===== config.mk =====
export PLATFORM = sky130hd
export DESIGN_NAME = div_controller_flat
export DESIGN_NICKNAME = d
export VERILOG_FILES = /design/src/rtl/div_controller_if.sv /design/src/rtl/div_controller.sv /design/src/flat_wrapper.sv
export SDC_FILE = /design/constraint.sdc
export NUM_CORES = 1
export LEC_CHECK = 0
export ABC_AREA = 1
export CORE_MARGIN = 2
export CORE_UTILIZATION = 43
export DETAILED_ROUTE_END_ITERATION = 8
export GPL_ROUTABILITY_DRIVEN = 1
export PLACE_DENSITY = 0.81
export SYNTH_ARGS = -nofsm -noshare
export SYNTH_HDL_FRONTEND = slang
export SYNTH_SLANG_ARGS = --single-unit

===== constraint.sdc =====
create_clock -name clk -period 2.36 [get_ports clk]
set_input_delay 0.472 -clock clk [delete_from_list [all_inputs] [get_ports clk]]
set_output_delay 0.472 -clock clk [all_outputs]
set_load 0.01 [all_outputs]

===== src/rtl/div_controller_if.sv =====
// Start/done handshake between the EX-stage divide controller and the iterative divider.
// The controller is the master and the divider is the slave.
interface div_controller_if;
   logic [31:0] div_dividend;
   logic [31:0] div_divisor;
   logic        div_is_unsigned;
   logic        div_start;
   logic        div_done;
   logic [31:0] div_val;
   logic [31:0] div_rem;

   modport master (
      output div_dividend,
      output div_divisor,
      output div_is_unsigned,
      output div_start,
      input  div_done,
      input  div_val,
      input  div_rem
   );

   modport slave (
      input  div_dividend,
      input  div_divisor,
      input  div_is_unsigned,
      input  div_start,
      output div_done,
      output div_val,
      output div_rem
   );
endinterface


===== src/rtl/div_controller.sv =====
// Issues RV32M DIV/DIVU/REM/REMU to an iterative divider, stalls EX until done, and
// resolves divide-by-zero and signed overflow locally without starting the divider.
module div_controller #(
   parameter int unsigned RESET_GUARD = 36
) (
   input  logic                    clk,
   input  logic                    rst_n,
   input  logic                    req_valid,
   input  logic [2:0]              funct3,
   input  logic [31:0]             rs1,
   input  logic [31:0]             rs2,
   input  logic [4:0]              rd,
   input  logic                    flush,
   output logic                    stall,
   output logic                    result_valid,
   output logic [31:0]             result,
   output logic [4:0]              result_rd,
   div_controller_if.master        div
);

   localparam int unsigned GuardW = $clog2(RESET_GUARD + 1);

   typedef enum logic [2:0] {StIdle, StIssue, StWait, StDrain, StResp} state_e;

   state_e              state_q;
   logic [GuardW-1:0]   guard_q;
   logic                start_q;
   logic [31:0]         result_q;
   logic [4:0]          rd_q;
   logic [31:0]         dividend_q;
   logic [31:0]         divisor_q;
   logic                uns_q;
   logic                is_rem_q;

   logic                idle;
   logic                guard_zero;
   logic                is_div_req;
   logic                accept;
   logic                div_by_zero;
   logic                overflow;
   logic                bypass;
   logic [31:0]         bypass_res;

   always_comb begin
      idle        = (state_q == StIdle);
      guard_zero  = (guard_q == '0);
      is_div_req  = req_valid & funct3[2];
      accept      = idle & guard_zero & is_div_req & ~flush;
      div_by_zero = (rs2 == 32'h0);
      overflow    = ~funct3[0] & (rs1 == 32'h8000_0000) & (rs2 == 32'hFFFF_FFFF);
      bypass      = div_by_zero | overflow;
      if (div_by_zero) begin
         bypass_res = funct3[1] ? rs1 : 32'hFFFF_FFFF;
      end else begin
         bypass_res = funct3[1] ? 32'h0 : 32'h8000_0000;
      end
   end

   // While the guard runs, a pending divide still stalls so it is not lost.
   always_comb begin
      stall = accept
            | (idle & ~guard_zero & is_div_req)
            | (state_q == StIssue)
            | (state_q == StWait)
            | (state_q == StDrain);
      result_valid = (state_q == StResp) & ~flush;
   end

   assign result              = result_q;
   assign result_rd           = rd_q;
   assign div.div_dividend    = dividend_q;
   assign div.div_divisor     = divisor_q;
   assign div.div_is_unsigned = uns_q;
   assign div.div_start       = start_q;

   always_ff @(posedge clk or negedge rst_n) begin
      if (!rst_n) begin
         state_q    <= StIdle;
         guard_q    <= GuardW'(RESET_GUARD);
         start_q    <= 1'b0;
         result_q   <= '0;
         rd_q       <= '0;
         dividend_q <= '0;
         divisor_q  <= '0;
         uns_q      <= 1'b0;
         is_rem_q   <= 1'b0;
      end else begin
         start_q <= 1'b0;
         if (!guard_zero) begin
            guard_q <= guard_q - GuardW'(1);
         end
         unique case (state_q)
            StIdle: begin
               if (accept) begin
                  dividend_q <= rs1;
                  divisor_q  <= rs2;
                  rd_q       <= rd;
                  is_rem_q   <= funct3[1];
                  uns_q      <= funct3[0];
                  if (bypass) begin
                     result_q <= bypass_res;
                     state_q  <= StResp;
                  end else begin
                     start_q <= 1'b1;
                     state_q <= StIssue;
                  end
               end
            end
            StIssue: begin
               state_q <= flush ? StDrain : StWait;
            end
            StWait: begin
               if (div.div_done && flush) begin
                  state_q <= StIdle;
               end else if (div.div_done) begin
                  result_q <= is_rem_q ? div.div_rem : div.div_val;
                  state_q  <= StResp;
               end else if (flush) begin
                  state_q <= StDrain;
               end
            end
            // Divider cannot be aborted; let the killed run finish before reuse.
            StDrain: begin
               if (div.div_done) begin
                  state_q <= StIdle;
               end
            end
            StResp: begin
               state_q <= StIdle;
            end
            default: begin
               state_q <= StIdle;
            end
         endcase
      end
   end

endmodule


===== src/flat_wrapper.sv =====
// flat-port wrapper written by rule: the top's interface ports become plain ports
module div_controller_flat 
#(
   parameter int unsigned RESET_GUARD = 36
)
  (clk, rst_n, req_valid, funct3, rs1, rs2, rd, flush, stall, result_valid, result, result_rd, div_div_dividend, div_div_divisor, div_div_is_unsigned, div_div_start, div_div_done, div_div_val, div_div_rem);
  div_controller_if div_i ();
  input  logic clk;
  input  logic rst_n;
  input  logic req_valid;
  input  logic [2:0] funct3;
  input  logic [31:0] rs1;
  input  logic [31:0] rs2;
  input  logic [4:0] rd;
  input  logic flush;
  output logic stall;
  output logic result_valid;
  output logic [31:0] result;
  output logic [4:0] result_rd;
  output wire logic [$bits(div_i.div_dividend)-1:0] div_div_dividend;
  output wire logic [$bits(div_i.div_divisor)-1:0] div_div_divisor;
  output wire logic [$bits(div_i.div_is_unsigned)-1:0] div_div_is_unsigned;
  output wire logic [$bits(div_i.div_start)-1:0] div_div_start;
  input wire logic [$bits(div_i.div_done)-1:0] div_div_done;
  input wire logic [$bits(div_i.div_val)-1:0] div_div_val;
  input wire logic [$bits(div_i.div_rem)-1:0] div_div_rem;
  assign div_div_dividend = div_i.div_dividend;
  assign div_div_divisor = div_i.div_divisor;
  assign div_div_is_unsigned = div_i.div_is_unsigned;
  assign div_div_start = div_i.div_start;
  assign div_i.div_done = div_div_done;
  assign div_i.div_val = div_div_val;
  assign div_i.div_rem = div_div_rem;
  div_controller #(.RESET_GUARD(RESET_GUARD)) u_core (.clk(clk), .rst_n(rst_n), .req_valid(req_valid), .funct3(funct3), .rs1(rs1), .rs2(rs2), .rd(rd), .flush(flush), .stall(stall), .result_valid(result_valid), .result(result), .result_rd(result_rd), .div(div_i));
endmodule

==> flow_summary.json <==
{
  "synth_top_area_cell": "dfrtp_1",
  "drtAntennaViolNets": 0,
  "synth_seq_cells": 113,
  "rows": 42,
  "cts.sinks": 113,
  "synth_top_cells_by_count": "193 x nand2_1, 111 x dfrtp_1, 83 x inv_1",
  "area_delta_synth_final_pct": 56.5,
  "setup_viol": 0,
  "holdCritPathClass": "in -> async",
  "dr.pass1.iters": 5,
  "syn_area_um2": 5790,
  "worstPathArrival_ps": 1730,
  "critPathRequiredTime_ps": 1890,
  "port_buffers": 245,
  "intPower_uw": 7070,
  "grt_pass1_wl_um": 28300,
  "grt_pass1_vias": 5723,
  "rsz0062_at_grt": "no",
  "path_clk_slew_ps": 50,
  "synth_top_area_share_pct": 47.9,
  "ir_worst_vdd_v": 0.000687,
  "synthTopCellsByArea": "dfrtp_1 48%, nand2_1 13%, mux2_2 7.4%",
  "clk_path_buf_depth": 2,
  "critPathCaptureType": "output port",
  "core_um2": 13200,
  "yosysWarnings": 0,
  "die_w_um": 120,
  "antenna_found_initial": 0,
  "power_uw": 10500,
  "reg2reg_setup_slack_ps": 330,
  "nFillCells": 1045,
  "cp-start-kind": "flip-flop",
  "synthMostInstantiatedCell": "nand2_1",
  "grt_use_total_pct": 25.3,
  "dpl.cell_count": 1117,
  "post-route-period-util_pct": 93.5,
  "ys_seq_area_share_pct": 48.9,
  "clock_latency_ps": 410,
  "outcome": "finished, final reports clean",
  "setup_tns_ps": 0,
  "wl_um": 17800,
  "cts_root_buffer": "clkbuf_16",
  "power_density_nw_per_um2": 1160,
  "p_leak_uw": 0.00427,
  "final_cells": 1149,
  "nets": 1103,
  "path_max_fanout": 4,
  "switching_power_uw": 3460,
  "grt_max_degree": 58,
  "diodes": 0,
  "cts_buffers": 17,
  "io_pins": 246,
  "h-tree-depth": 4,
  "maxCapViolations": 0,
  "initial_utilization_pct": 43.9,
  "worstSetupPathType": "reg -> out",
  "synth_edf_count": 0,
  "tightestPinTransition_ps": 725,
  "switching_share_pct": 32.9,
  "hold_viol": 0,
  "die_h_um": 120,
  "wl_per_cell_um": 15.5,
  "cts_hold_buf": 0,
  "comb_power_share_pct": 42.4,
  "syn_nets": 856,
  "synthCells": 713,
  "synth.distinct_cells": 29,
  "slew_viol_final": 0,
  "min_period_ps": 2210,
  "drt_iter0_drc": 356,
  "synth_ff_type": "dfrtp_1",
  "cts_tree": "done",
  "pwr-share-clk_pct": 25.6,
  "route.detailed.drc": 0,
  "via_per_inst": 4.93,
  "grt-ovfl-total": 0,
  "skew_ps": 6.00,
  "gp_congestion": 0.837,
  "dieArea_um2": 14400,
  "max_slew_margin_pct": 51.5,
  "async_flop_share_pct": 100,
  "layout-drive-gt1-share_pct": 10.7,
  "critPathLaunch": "u_core.state_q[1]$_DFFE_PN0P_",
  "num_vias": 5659,
  "cts_setup_buffers": 0,
  "dp_hpwl_um": 13400,
  "avgSynthCellArea_um2": 8.12,
  "max_freq_mhz": 453,
  "r2r_start": "u_core.state_q[1]$_DFFE_PN0P_",
  "pwr-share-seq_pct": 32.0
}
-- through the flow --
step	utilization [%]	instance area, µm²	hold slack, ps	setup WS [ps]
floorplan	-	5790	176	708
global placement	64.0	8440	454	31.2
detailed placement	64.0	8440	459	9.81
CTS	68.8	9070	25.0	3.51
global route	68.7	9070	42.1	72.3
finish	68.7	9070	23.5	153
-- routing by layer --
metal | GRT usage (%) | up-vias | part of all wire (%)
met1 | 30.7 | 2611 | 41
li1 | - | 2783 | -
met3 | 7.41 | 36 | 8.1
met4 | 10.8 | 0 | 2.7
met2 | 41.9 | 229 | 49
met5 | 0 | - | 0
-- what timing repair did --
action                                  4_1_cts  5_1_grt
resized for setup                             3        2
endpoints found under the setup margin        2        1
hold endpoints to repair                      0        0
cloned                                        0        0
-- worst max-delay path, stage by stage (launching register included) --
cell	delay (ps)
dfrtp_1	420
or2_4	270
nor2_4	130
nand3_2	110
nor2_4	110
a21oi_1	50
o21ai_0	70
clkbuf_2	180
-- cell usage in the layout (no fill, tap or decap), types with 3 or more instances in the layout --
| cell | synthesis | final |
|---|---|---|
| a21oi_1 | 27 | 27 |
| buf_12 | 0 | 4 |
| buf_4 | 3 | 17 |
| bufinv_16 | 0 | 4 |
| clkbuf_16 | 0 | 17 |
| clkdlybuf4s50_1 | 0 | 242 |
| clkinv_2 | 0 | 3 |
| clkinv_4 | 0 | 3 |
| dfrtp_1 | 111 | 110 |
| inv_1 | 83 | 83 |
| mux2_2 | 38 | 38 |
| nand2_1 | 193 | 193 |
| nand3_1 | 36 | 36 |
| nand3_2 | 3 | 3 |
| nand4_1 | 4 | 4 |
| nor2_1 | 59 | 58 |
| nor3_1 | 6 | 6 |
| o21ai_0 | 82 | 82 |
| o21ai_1 | 10 | 10 |
| o22ai_1 | 10 | 10 |
-- logic make-up (layout without fill, tap and decap cells) --
kind of cell	after synthesis	in the layout	synth area share, %
AOI/OAI and AO/OA	132	132	12.0
xor gates and xnor gates	1	1	0.151
adders and majority gates	2	2	0.432
buffers and inverters	120	380	9.22
DFF	113	113	48.9
muxes	38	38	7.39
and+or+nand+nor	307	307	22.0
-- sequential cells by signal, summed over array words and instances, names as in the netlist --
signal,flops
u_core.div.div_is_unsigned,1
u_core.div.div_start,1
u_core.div.div_divisor,32
u_core.guard_q,6
u_core.result_rd,5
u_core.state_q,3
u_core.result,32
u_core.div.div_dividend,32
u_core.is_rem_q,1
-- final cells by class --
| type | instances | area, µm² | area share (%) |
|---|---|---|---|
| Clock buffer | 19 | 443 | 4.89 |
| Tap cell | 176 | 220 | 2.43 |
| Multi-Input combinational cell | 480 | 2430 | 26.8 |
| Sequential cell | 113 | 2830 | 31.2 |
| Clock inverter | 13 | 185 | 2.04 |
| Inverter | 83 | 312 | 3.44 |
| Timing Repair Buffer | 265 | 2640 | 29.2 |
-- power by group through the flow --
stage                     registers, µW  clock network (µW)  logic (µW)
after global placement             3350                   0        4430
after CTS                          3370                2750        4520
final                              3370                2700        4470
after detailed placement           3370                   0        4500
after global routing               3490                2840        4840
after floorplan                    3730                   0        1550
-- path summary, 6_finish.rpt --
path | to | depth (start not counted)
setup reg to reg | u_core.result[12]$_DFFE_PN0P_ | 10
hold / removal | u_core.div.div_dividend[8]$_DFFE_PN0P_ | 1
min in group clk | u_core.result[22]$_DFFE_PN0P_ | 2
hold reg to reg | u_core.result[22]$_DFFE_PN0P_ | 2
setup / recovery | stall | 7
max in group asynchronous | u_core.is_rem_q$_DFFE_PN0P_ | 2
Power figures use the tool's default switching activity.
